==> config.mk <==
export PLATFORM = sky130hd
export DESIGN_NAME = manchester_frame_deframer
export DESIGN_NICKNAME = d
export VERILOG_FILES = /design/src/rtl/manchester_frame_deframer.sv
export SDC_FILE = /design/constraint.sdc
export NUM_CORES = 1
export LEC_CHECK = 0
export CAP_MARGIN = 30
export CORE_MARGIN = 3
export CORE_UTILIZATION = 60
export CTS_CLUSTER_SIZE = 28
export DETAILED_ROUTE_END_ITERATION = 12
export GPL_ROUTABILITY_DRIVEN = 0
export PLACE_DENSITY = 0.92
export SYNTH_ARGS = -nofsm -noshare
export SYNTH_HDL_FRONTEND = slang
export SYNTH_SLANG_ARGS = --single-unit
==> constraint.sdc <==
create_clock -name clk_link -period 4.34 [get_ports clk_link]
set_input_delay 0.434 -clock clk_link [delete_from_list [all_inputs] [get_ports clk_link]]
set_output_delay 0.434 -clock clk_link [all_outputs]
set_load 0.01 [all_outputs]
==> src/rtl/manchester_frame_deframer.sv <==
// ---------------------------------------------------------------------------
// manchester_frame_deframer
//
// Purpose: frames a recovered serial bit stream. The block hunts for a 16-bit
// sync word, then collects PAYLOAD_BITS payload bits and an 8-bit CRC
// (CRC-8, poly 0x07, init 0x00, MSB first). A CRC match publishes the
// payload. A mismatch, or loss of CDR lock mid-frame, counts as an error.
//
// Ports:
//   clk_link    in   link clock (200 MHz)
//   rst_n       in   synchronous active-low reset
//   bit_in      in   recovered bit, qualified by bit_valid
//   bit_valid   in   one-cycle strobe per recovered bit
//   cdr_locked  in   CDR lock status; bits are accepted only while locked
//   frame_data  out  payload of the last good frame
//   frame_valid out  one-cycle pulse when a good frame completes
//   crc_err     out  one-cycle pulse when a frame ends with a bad CRC
//   in_frame    out  high while collecting payload or CRC
//   good_cnt    out  saturating count of good frames
//   err_cnt     out  saturating count of CRC errors plus aborted frames
// ---------------------------------------------------------------------------
`timescale 1ns/1ps

module manchester_frame_deframer #(
  parameter logic [15:0] SYNC_WORD    = 16'hD5AA,
  parameter int          PAYLOAD_BITS = 32
) (
  input  logic                    clk_link,
  input  logic                    rst_n,
  input  logic                    bit_in,
  input  logic                    bit_valid,
  input  logic                    cdr_locked,
  output logic [PAYLOAD_BITS-1:0] frame_data,
  output logic                    frame_valid,
  output logic                    crc_err,
  output logic                    in_frame,
  output logic [15:0]             good_cnt,
  output logic [15:0]             err_cnt
);

  if (SYNC_WORD == 16'h0000 || PAYLOAD_BITS < 8 || PAYLOAD_BITS > 64 ||
      (PAYLOAD_BITS % 8) != 0) begin : g_bad_params
    $error("manchester_frame_deframer: illegal SYNC_WORD or PAYLOAD_BITS");
  end

  localparam logic [1:0] HUNT    = 2'd0;
  localparam logic [1:0] PAYLOAD = 2'd1;
  localparam logic [1:0] CRC     = 2'd2;

  // One counter serves both the payload and the 8-bit CRC phase.
  localparam int                CNT_W        = $clog2(PAYLOAD_BITS);
  localparam logic [CNT_W-1:0]  LAST_PAYLOAD = CNT_W'(PAYLOAD_BITS - 1);
  localparam logic [CNT_W-1:0]  LAST_CRC     = CNT_W'(7);

  logic [1:0]              state;
  logic [15:0]             sreg;
  logic [CNT_W-1:0]        bit_cnt;
  logic [7:0]              crc;
  logic [7:0]              rx_crc;
  logic [PAYLOAD_BITS-1:0] payload;

  logic [15:0] sreg_next;
  logic [7:0]  crc_next;
  logic [7:0]  rx_crc_next;
  logic        crc_ok;

  function automatic logic [15:0] sat_inc(input logic [15:0] v);
    return (v == 16'hFFFF) ? v : v + 16'd1;
  endfunction

  // NOTE: every output of an always_comb gets a value before any branch, so
  // no path can leave it unassigned and infer a latch.
  always_comb begin
    sreg_next   = {sreg[14:0], bit_in};
    crc_next    = {crc[6:0], 1'b0} ^ ((crc[7] ^ bit_in) ? 8'h07 : 8'h00);
    rx_crc_next = {rx_crc[6:0], bit_in};
    // crc already holds the final payload CRC while in the CRC state.
    crc_ok      = (rx_crc_next == crc);
  end

  // NOTE: all state is updated with non-blocking assignments so every
  // register samples the pre-edge values, independent of statement order.
  always_ff @(posedge clk_link) begin
    frame_valid <= 1'b0;
    crc_err     <= 1'b0;
    if (!rst_n) begin
      // NOTE: the payload shift register is reset along with the control
      // state; it is small, and a defined frame_data after reset needs it.
      state      <= HUNT;
      sreg       <= '0;
      bit_cnt    <= '0;
      crc        <= '0;
      rx_crc     <= '0;
      payload    <= '0;
      frame_data <= '0;
      in_frame   <= 1'b0;
      good_cnt   <= '0;
      err_cnt    <= '0;
    end else begin
      case (state)
        HUNT: begin
          if (!cdr_locked) begin
            sreg <= '0;
          end else if (bit_valid) begin
            sreg <= sreg_next;
            if (sreg_next == SYNC_WORD) begin
              state    <= PAYLOAD;
              in_frame <= 1'b1;
              bit_cnt  <= '0;
              crc      <= 8'h00;
            end
          end
        end

        PAYLOAD, CRC: begin
          if (!cdr_locked) begin
            // Lock lost mid-frame: drop it silently apart from the count.
            state    <= HUNT;
            in_frame <= 1'b0;
            sreg     <= '0;
            bit_cnt  <= '0;
            err_cnt  <= sat_inc(err_cnt);
          end else if (bit_valid) begin
            if (state == PAYLOAD) begin
              payload <= {payload[PAYLOAD_BITS-2:0], bit_in};
              crc     <= crc_next;
              if (bit_cnt == LAST_PAYLOAD) begin
                state   <= CRC;
                bit_cnt <= '0;
              end else begin
                bit_cnt <= bit_cnt + 1'b1;
              end
            end else begin
              rx_crc <= rx_crc_next;
              if (bit_cnt == LAST_CRC) begin
                // Clearing sreg keeps CRC bits out of the next sync search.
                state    <= HUNT;
                in_frame <= 1'b0;
                sreg     <= '0;
                bit_cnt  <= '0;
                if (crc_ok) begin
                  frame_valid <= 1'b1;
                  frame_data  <= payload;
                  good_cnt    <= sat_inc(good_cnt);
                end else begin
                  crc_err <= 1'b1;
                  err_cnt <= sat_inc(err_cnt);
                end
              end else begin
                bit_cnt <= bit_cnt + 1'b1;
              end
            end
          end
        end

        default: begin
          state    <= HUNT;
          in_frame <= 1'b0;
          sreg     <= '0;
          bit_cnt  <= '0;
        end
      endcase
    end
  end

endmodule

==> key figures, run 1 <==
GRT
  – Grt met1 use: roughly 33%
  – Most used routing layer: met2
  – First-pass GRT wire length: roughly 25,000 µm
  – Met2 Usage GRT: 44.9%
  – Vias in the first global route: around 5,300
  – Grt met3 use: ~6.0%
  – Initial antenna violation count: 0
  – Largest net degree at the start of global routing: between 50 and 60
  – Total congestion overflow: 0
  – Gr usage total: about a quarter

Synth
  – Syn nets: 730
  – Yosys cell types: 51
  – Adder-cell share of the synthesized area: approximately 1.5%
  – Post-synth EDFFs: 0
  – Post-Syn Area: between 5000 and 6000 µm²
  – Synth warn: 0
  – Syn_area_per_cell: 8.31 µm²
  – Multiplexer share of the synthesized area: 6.21%
  – Synth Register Bits: ~140
  – Synth Area in Simple Gates: a little over a quarter
  – Post-synthesis async set-or-reset flop share: 0%
  – Top_reg_cell synth: dfxtp_1
  – Complex-gate fraction of the synthesized area: 13.2%
  – Post-Synthesis Cells: between 700 and 800
  – Post-Synth XOR/XNOR Area: approximately 1.6%
  – Post-synthesis sequential area ratio: between 40% and 50%
  – Largest family of logic cells by synthesized area: simple AND/OR/NAND/NOR gates

Run status
  – Status: complete, no violations

Setup path
  – Reg2reg path depth: 7
  – WP data required: roughly 4.8 ns
  – CP Capture Type: register
  – Max Fanout on Critical Path: 55
  – Setup CP Type: reg -> reg
  – Setup crit start kind: register
  – WP data arrival: 3.90 ns

Finish
  – Post-Layout Cell Count: 908
  – Final Util: between 70% and 80%
  – Share of post-route cells with drive strength above 1: 6.93%
  – Area grow syn2layout: 21.4%
  – Final net count: 778
  – Diodes inserted: 0

STA
  – Tcrit/Tclk final: between 70% and 80%
  – Fmax: 289 MHz
  – RSZ-0062 raised after global routing: false
  – Clock skew: 0.0102 ns
  – Final setup violating endpoints: 0
  – Final Critical Period: approximately 3.5 ns
  – Final hold vios: 0
  – Final hold slack: roughly 0.46 ns
  – TNS Setup: 0 ns
  – Worst slew pin tran: 1.01 ns
  – Pins Over Slew Limit: 0
  – Rel. slew slack: 32.5%

Floorplanning
  – Die Wd: between 100 and 150 µm
  – Total core area: 9460 µm²
  – Site row count: 35
  – Chip Height: between 100 and 150 µm
  – Initial Util: 63.1%
  – Io pins: slightly above 70
  – Die ar.: 11,200 µm²

Clock tree
  – CTS Hold Bufs: 0
  – Setup bufs post-CTS: 0
  – Post-CTS sizing: 0
  – Total CTS buffers: 17
  – Skew-Pair Late Insertion Delay: 0.52 ns
  – CTS H-tree depth: 4
  – Root Buffer: clkbuf_8
  – Clock transition at path regs: approximately 0.070 ns
  – Bufs on Longest Clock Path: 2
  – CTS sink cnt: 136
  – CTS tree: built

Drt
  – DR WL/cell: around 16 µm
  – Drt first-iter violations: between 500 and 600
  – Via/cell ratio: 6.02
  – Routed WL: 14,500 µm
  – Via count: 5,462
  – Antenna viol nets, final: 0
  – DR pass1 iterations: 6
  – DRC viols: 0

Pwr
  – Max IR drop VDD: 0.289 mV
  – PwrDens: around 370 nW/µm²
  – Leakage: 0.00252 µW

Flow run
  – Max-cap violations: 0

Worst hold path
  – Worst Hold Class: reg -> reg
  – Hold depth: 2

Place
  – Port Buffers: around 70
  – Detailed Place HPWL: roughly 8900 µm
  – Post-Place Cells: between 800 and 900
placed cells by master (no fill, tap or decap), drive strengths merged, types with 2 or more instances in the layout:
cell	instances
nand2	194
dfxtp	136
a21oi	98
clkdlybuf4s50	71
mux2i	37
nand3	25
nor2	20
inv	20
or4	18
clkbuf	18
o31ai	16
nand4	15
o21ai	10
and3	10
xor2	8
or3	8
buf	8
nor4	8
nand2b	7
ha	7
and4	4
nand4b	3
o41ai	3
a31oi	3
nor3	3
xnor2	3
clkinv	3
nand3b	2
or4b	2
bufinv	2
clkinvlp	2
nand4bb	2
and2	2
layer usage:
| layer | up-vias | routed length, µm |
|---|---|---|
| li1 | 2596 | - |
| met1 | 2592 | 6000 |
| met2 | 242 | 7400 |
| met3 | 32 | 898 |
| met4 | 0 | 241 |
| met5 | - | 0 |
registers in the layout, summed over array words and instances (netlist names):
register / count
crc: 8
bit_cnt: 5
state: 2
frame_data: 32
in_frame: 1
frame_valid: 1
good_cnt: 16
sreg: 15
rx_crc: 7
payload: 32
err_cnt: 16
crc_err: 1
synthesized netlist by cell type (all sizes together), types with 4 or more instances:
cell / instances / share of area [%]
nor4: 8 / 1.4
o21ai: 10 / 0.90
ha: 7 / 1.5
dfxtp: 136 / 46
nand4: 15 / 1.6
a21oi: 98 / 8.2
nand2b: 7 / 0.73
or3: 8 / 0.84
nor2: 20 / 1.4
nand2: 194 / 12
and4: 4 / 0.59
and3: 10 / 1.2
or4: 18 / 2.3
clkbuf: 29 / 1.8
xor2: 8 / 1.2
mux2i: 37 / 6.2
nand3: 25 / 2.3
o31ai: 16 / 2.0
inv: 13 / 0.82
buf: 21 / 2.2
worst max-delay path: stages, from the launching register on:
cell and delay, ns:
dfxtp_1 0.39, inv_1 0.07, ha_1 0.63, nand4b_1 0.61
nor2_4 0.32, nand3_4 0.49, or4_1 0.67, a21oi_1 0.17
stage by stage:
stage | power, µW | cell area [µm²] | setup WS, ns
finish | 2710 | 7240 | 0.875
global route | 2780 | 7240 | 0.543
CTS | 2720 | 7240 | 0.902
detailed placement | 1330 | 6670 | 0.792
global placement | 1330 | 6650 | 1.02
floorplan | 1320 | 5960 | 2.30
report_power, final:
group          total, µW  internal (µW)  leakage (µW)  switching [µW]
Sequential          1250           1250       0.00109           0.519
Combinational       52.8           12.7       0.00114            40.2
Clock               1410            831      0.000278             575
area by class of cell:
cell class	instances	area (µm²)
Tap cell	129	161
Inverter	13	48.8
Multi-Input combinational cell	519	2950
Clock buffer	18	418
Clock inverter	14	159
Sequential cell	136	2720
Timing Repair Buffer	79	778
Fill cell	620	2220
cells by family (layout without fill, tap and decap cells):
| group | count (synthesis) | in the layout |
|---|---|---|
| AOI/OAI and AO/OA | 139 | 139 |
| adders and majority gates | 7 | 7 |
| and+or+nand+nor | 325 | 325 |
| DFF | 136 | 136 |
| muxes | 37 | 37 |
| xor gates and xnor gates | 11 | 11 |
| buffers and inverters | 63 | 124 |
final timing paths:
path | start | endpoint | slack, ns
max | state[0]$_SDFFE_PN0P_ | good_cnt[13]$_SDFFE_PN0P_ | 0.87
min | frame_data[1]$_SDFFE_PN0P_ | frame_data[1]$_SDFFE_PN0P_ | 0.46
max reg2reg | state[0]$_SDFFE_PN0P_ | good_cnt[13]$_SDFFE_PN0P_ | 0.87
min reg2reg | frame_data[1]$_SDFFE_PN0P_ | frame_data[1]$_SDFFE_PN0P_ | 0.46
Note: power is estimated with default switching activity, not from simulation.
==> run 2: changes to the inputs <==
--- a/config.mk
+++ b/config.mk
@@ -7,11 +7,11 @@
 export LEC_CHECK = 0
 export CAP_MARGIN = 30
 export CORE_MARGIN = 3
-export CORE_UTILIZATION = 60
+export CORE_UTILIZATION = 50
 export CTS_CLUSTER_SIZE = 28
 export DETAILED_ROUTE_END_ITERATION = 12
 export GPL_ROUTABILITY_DRIVEN = 0
-export PLACE_DENSITY = 0.92
+export PLACE_DENSITY = 0.83
 export SYNTH_ARGS = -nofsm -noshare
 export SYNTH_HDL_FRONTEND = slang
 export SYNTH_SLANG_ARGS = --single-unit
==> constraint.sdc (replaced) <==
create_clock -name clk_link -period 2.9 [get_ports clk_link]
set_input_delay 0.29 -clock clk_link [delete_from_list [all_inputs] [get_ports clk_link]]
set_output_delay 0.29 -clock clk_link [all_outputs]
set_load 0.01 [all_outputs]
==> run 2 against run 1 <==
Effect of this change:
- flip-flop and latch count did not move
- first-iteration DRC count rose by 15%
- combinational power rose by 55%
- register-to-register slack got worse by 0.44 ns
- critical path depth did not move
- hold slack got worse by 0.0018 ns
- power rose by 56%
- fmax rose by 41%
- setup slack got worse by 0.44 ns
- clock-buffer cell count did not move
- critical path type unchanged
- critical endpoint is now err_cnt[14]$_SDFFE_PN0P_
- largest cell class unchanged
==> key figures, run 2 (synthesis gave the netlist of run 1 again) <==
Run status
  – Status: complete, no violations

Clock tree
  – Bufs on Longest Clock Path: 2
  – Post-CTS sizing: 0
  – Total CTS buffers: 17
  – Skew-Pair Late Insertion Delay: 0.42 ns
  – CTS sink cnt: approximately 140
  – CTS tree: built
  – CTS Hold Bufs: 0
  – CTS H-tree depth: 4
  – Clock transition at path regs: approximately 0.060 ns
  – Root Buffer: clkbuf_16
  – Setup bufs post-CTS: 0

Setup path
  – CP top delay family: simple AND/OR/NAND/NOR gates
  – Worst Setup SP: state[0]$_SDFFE_PN0P_
  – Max Fanout on Critical Path: 22
  – R2r endpoint: err_cnt[14]$_SDFFE_PN0P_
  – Crit-path slowest cell: nor4_1
  – Top cell by count, worst path: inv_1
  – Crit path to: err_cnt[14]$_SDFFE_PN0P_
  – Reg-to-reg startpoint: state[0]$_SDFFE_PN0P_
  – Setup CP Type: reg -> reg
  – Cell-by-cell trace of the critical path: inv_1 > ha_1 > inv_1 > o22ai_1 > nand2_1 > nor4_1 > mux2i_1
  – Worst stage delay on the critical path: 0.55 ns
  – Setup crit start kind: register
  – CP Capture Type: register
  – Reg2reg path depth: 7
  – WP data arrival: roughly 2.8 ns
  – Worst path bufs/invs: 2
  – R2r setup slk: 0.43 ns
  – Worst path depth: 7
  – WP data required: 3.24 ns

Drt
  – Routed WL: 13,600 µm
  – DRC viols: 0
  – Via count: approximately 5,400
  – DR WL/cell: between 10 and 15 µm
  – Antenna viol nets, final: 0
  – DR pass1 iterations: 5
  – Via/cell ratio: between 5 and 6
  – Drt first-iter violations: between 500 and 600

Floorplanning
  – Site row count: 39
  – Chip Height: approximately 120 µm
  – Initial Util: ~52%
  – Die Wd: about 120 µm
  – Io pins: 72
  – Die ar.: roughly 13,000 µm²
  – Total core area: about 12,000 µm²

Finish
  – Most frequent cells in the layout: nand2_1, dfxtp_1, a21oi_1
  – Fill cell count: between 900 and 1,000
  – Area grow syn2layout: 23.3%
  – Post-Layout Cell Count: slightly above 900
  – Largest regs: frame_data (32), payload (32)
  – Diodes inserted: 0
  – Final Util: between 60% and 70%
  – Most common cell after layout, fill and taps aside: nand2_1
  – Final net count: around 780
  – Share of post-route cells with drive strength above 1: under 10%

STA
  – Fmax: slightly above 400 MHz
  – Final Critical Period: 2.47 ns
  – Final setup violating endpoints: 0
  – RSZ-0062 raised after global routing: false
  – Worst slew pin tran: about 0.76 ns
  – Final hold vios: 0
  – Rel. slew slack: about half
  – Final hold slack: ~0.46 ns
  – TNS Setup: 0 ns
  – Clock skew: approximately 0.0093 ns
  – Pins Over Slew Limit: 0
  – Tcrit/Tclk final: a little under nine tenths

Pwr
  – Max IR drop VDD: 0.401 mV
  – PwrDens: roughly 580 nW/µm²
  – Total Power: 4230 µW
  – Leakage: 0.00256 µW

GRT
  – First-pass GRT wire length: between 20,000 and 25,000 µm
  – Vias in the first global route: 5,001
  – Gr usage total: 21.1%
  – Total congestion overflow: 0
  – Largest net degree at the start of global routing: 51
  – Initial antenna violation count: 0

Place
  – Post-Place Cells: 896
  – Port Buffers: ~70
  – Detailed Place HPWL: approximately 8600 µm

Worst hold path
  – Worst Hold Class: reg -> reg

Flow run
  – Max-cap violations: 0
## run 2: changes by cell type in the layout (fill, tap and decap cells not counted)
cell	before	now
clkbuf_8	1	0
inv_8	0	1
clkbuf_16	16	17
buf_4	7	13
bufinv_16	2	4
buf_12	0	1
buf_8	1	0
clkinv_4	2	3
inv_6	7	2
## run 2: worst min-delay path by stage
stage	from	end	slack [ns]	cells past startpoint
floorplan	payload[31]$_SDFFE_PN0P_	frame_data[31]$_SDFFE_PN0P_	0.43	2
global placement	payload[31]$_SDFFE_PN0P_	payload[31]$_SDFFE_PN0P_	0.45	2
detailed placement	frame_data[20]$_SDFFE_PN0P_	frame_data[20]$_SDFFE_PN0P_	0.45	2
CTS	frame_data[6]$_SDFFE_PN0P_	frame_data[6]$_SDFFE_PN0P_	0.46	2
global route	frame_data[6]$_SDFFE_PN0P_	frame_data[6]$_SDFFE_PN0P_	0.47	2
finish	frame_data[6]$_SDFFE_PN0P_	frame_data[6]$_SDFFE_PN0P_	0.46	2
## run 2: area by class of cell
class / instances / area (µm²) / share of cell area [%]
clock inverter: 13 / 195 / 2.65
sequential: 136 / 2720 / 37.0
tap: 143 / 179 / 2.43
multi-input combinational: 519 / 2950 / 40.2
inverter: 13 / 48.8 / 0.663
clock buffer: 18 / 429 / 5.83
timing repair buffer: 85 / 828 / 11.3
## run 2: layer usage
layer / up-vias / GRT usage (%) / routed length, µm
li1: 2613 / - / -
met1: 2499 / 26.2 / 5870
met2: 227 / 34.7 / 6600
met3: 33 / 5.05 / 793
met4: 0 / 9.23 / 311
met5: - / 0 / 0
## run 2: tightest hold or removal path, delay by kind of cell (launching register included)
family | cells | cell delay (ns)
flops | 1 | 0.31
compound gates | 1 | 0.05
simple gates | 1 | 0.05
## run 2: metrics by stage
stage               setup WS [ns]  cell area (µm²)
global placement            0.465             6730
finish                      0.435             7360
floorplan                   0.859             5960
detailed placement          0.410             6730
global route                0.253             7360
CTS                         0.476             7360
## run 2: where the power goes
| group | internal (µW) | switching, µW | total [µW] |
|---|---|---|---|
| logic | 22.0 | 59.6 | 81.6 |
| clock network | 1450 | 835 | 2280 |
| registers | 1870 | 0.702 | 1870 |
| total | 3340 | 895 | 4230 |
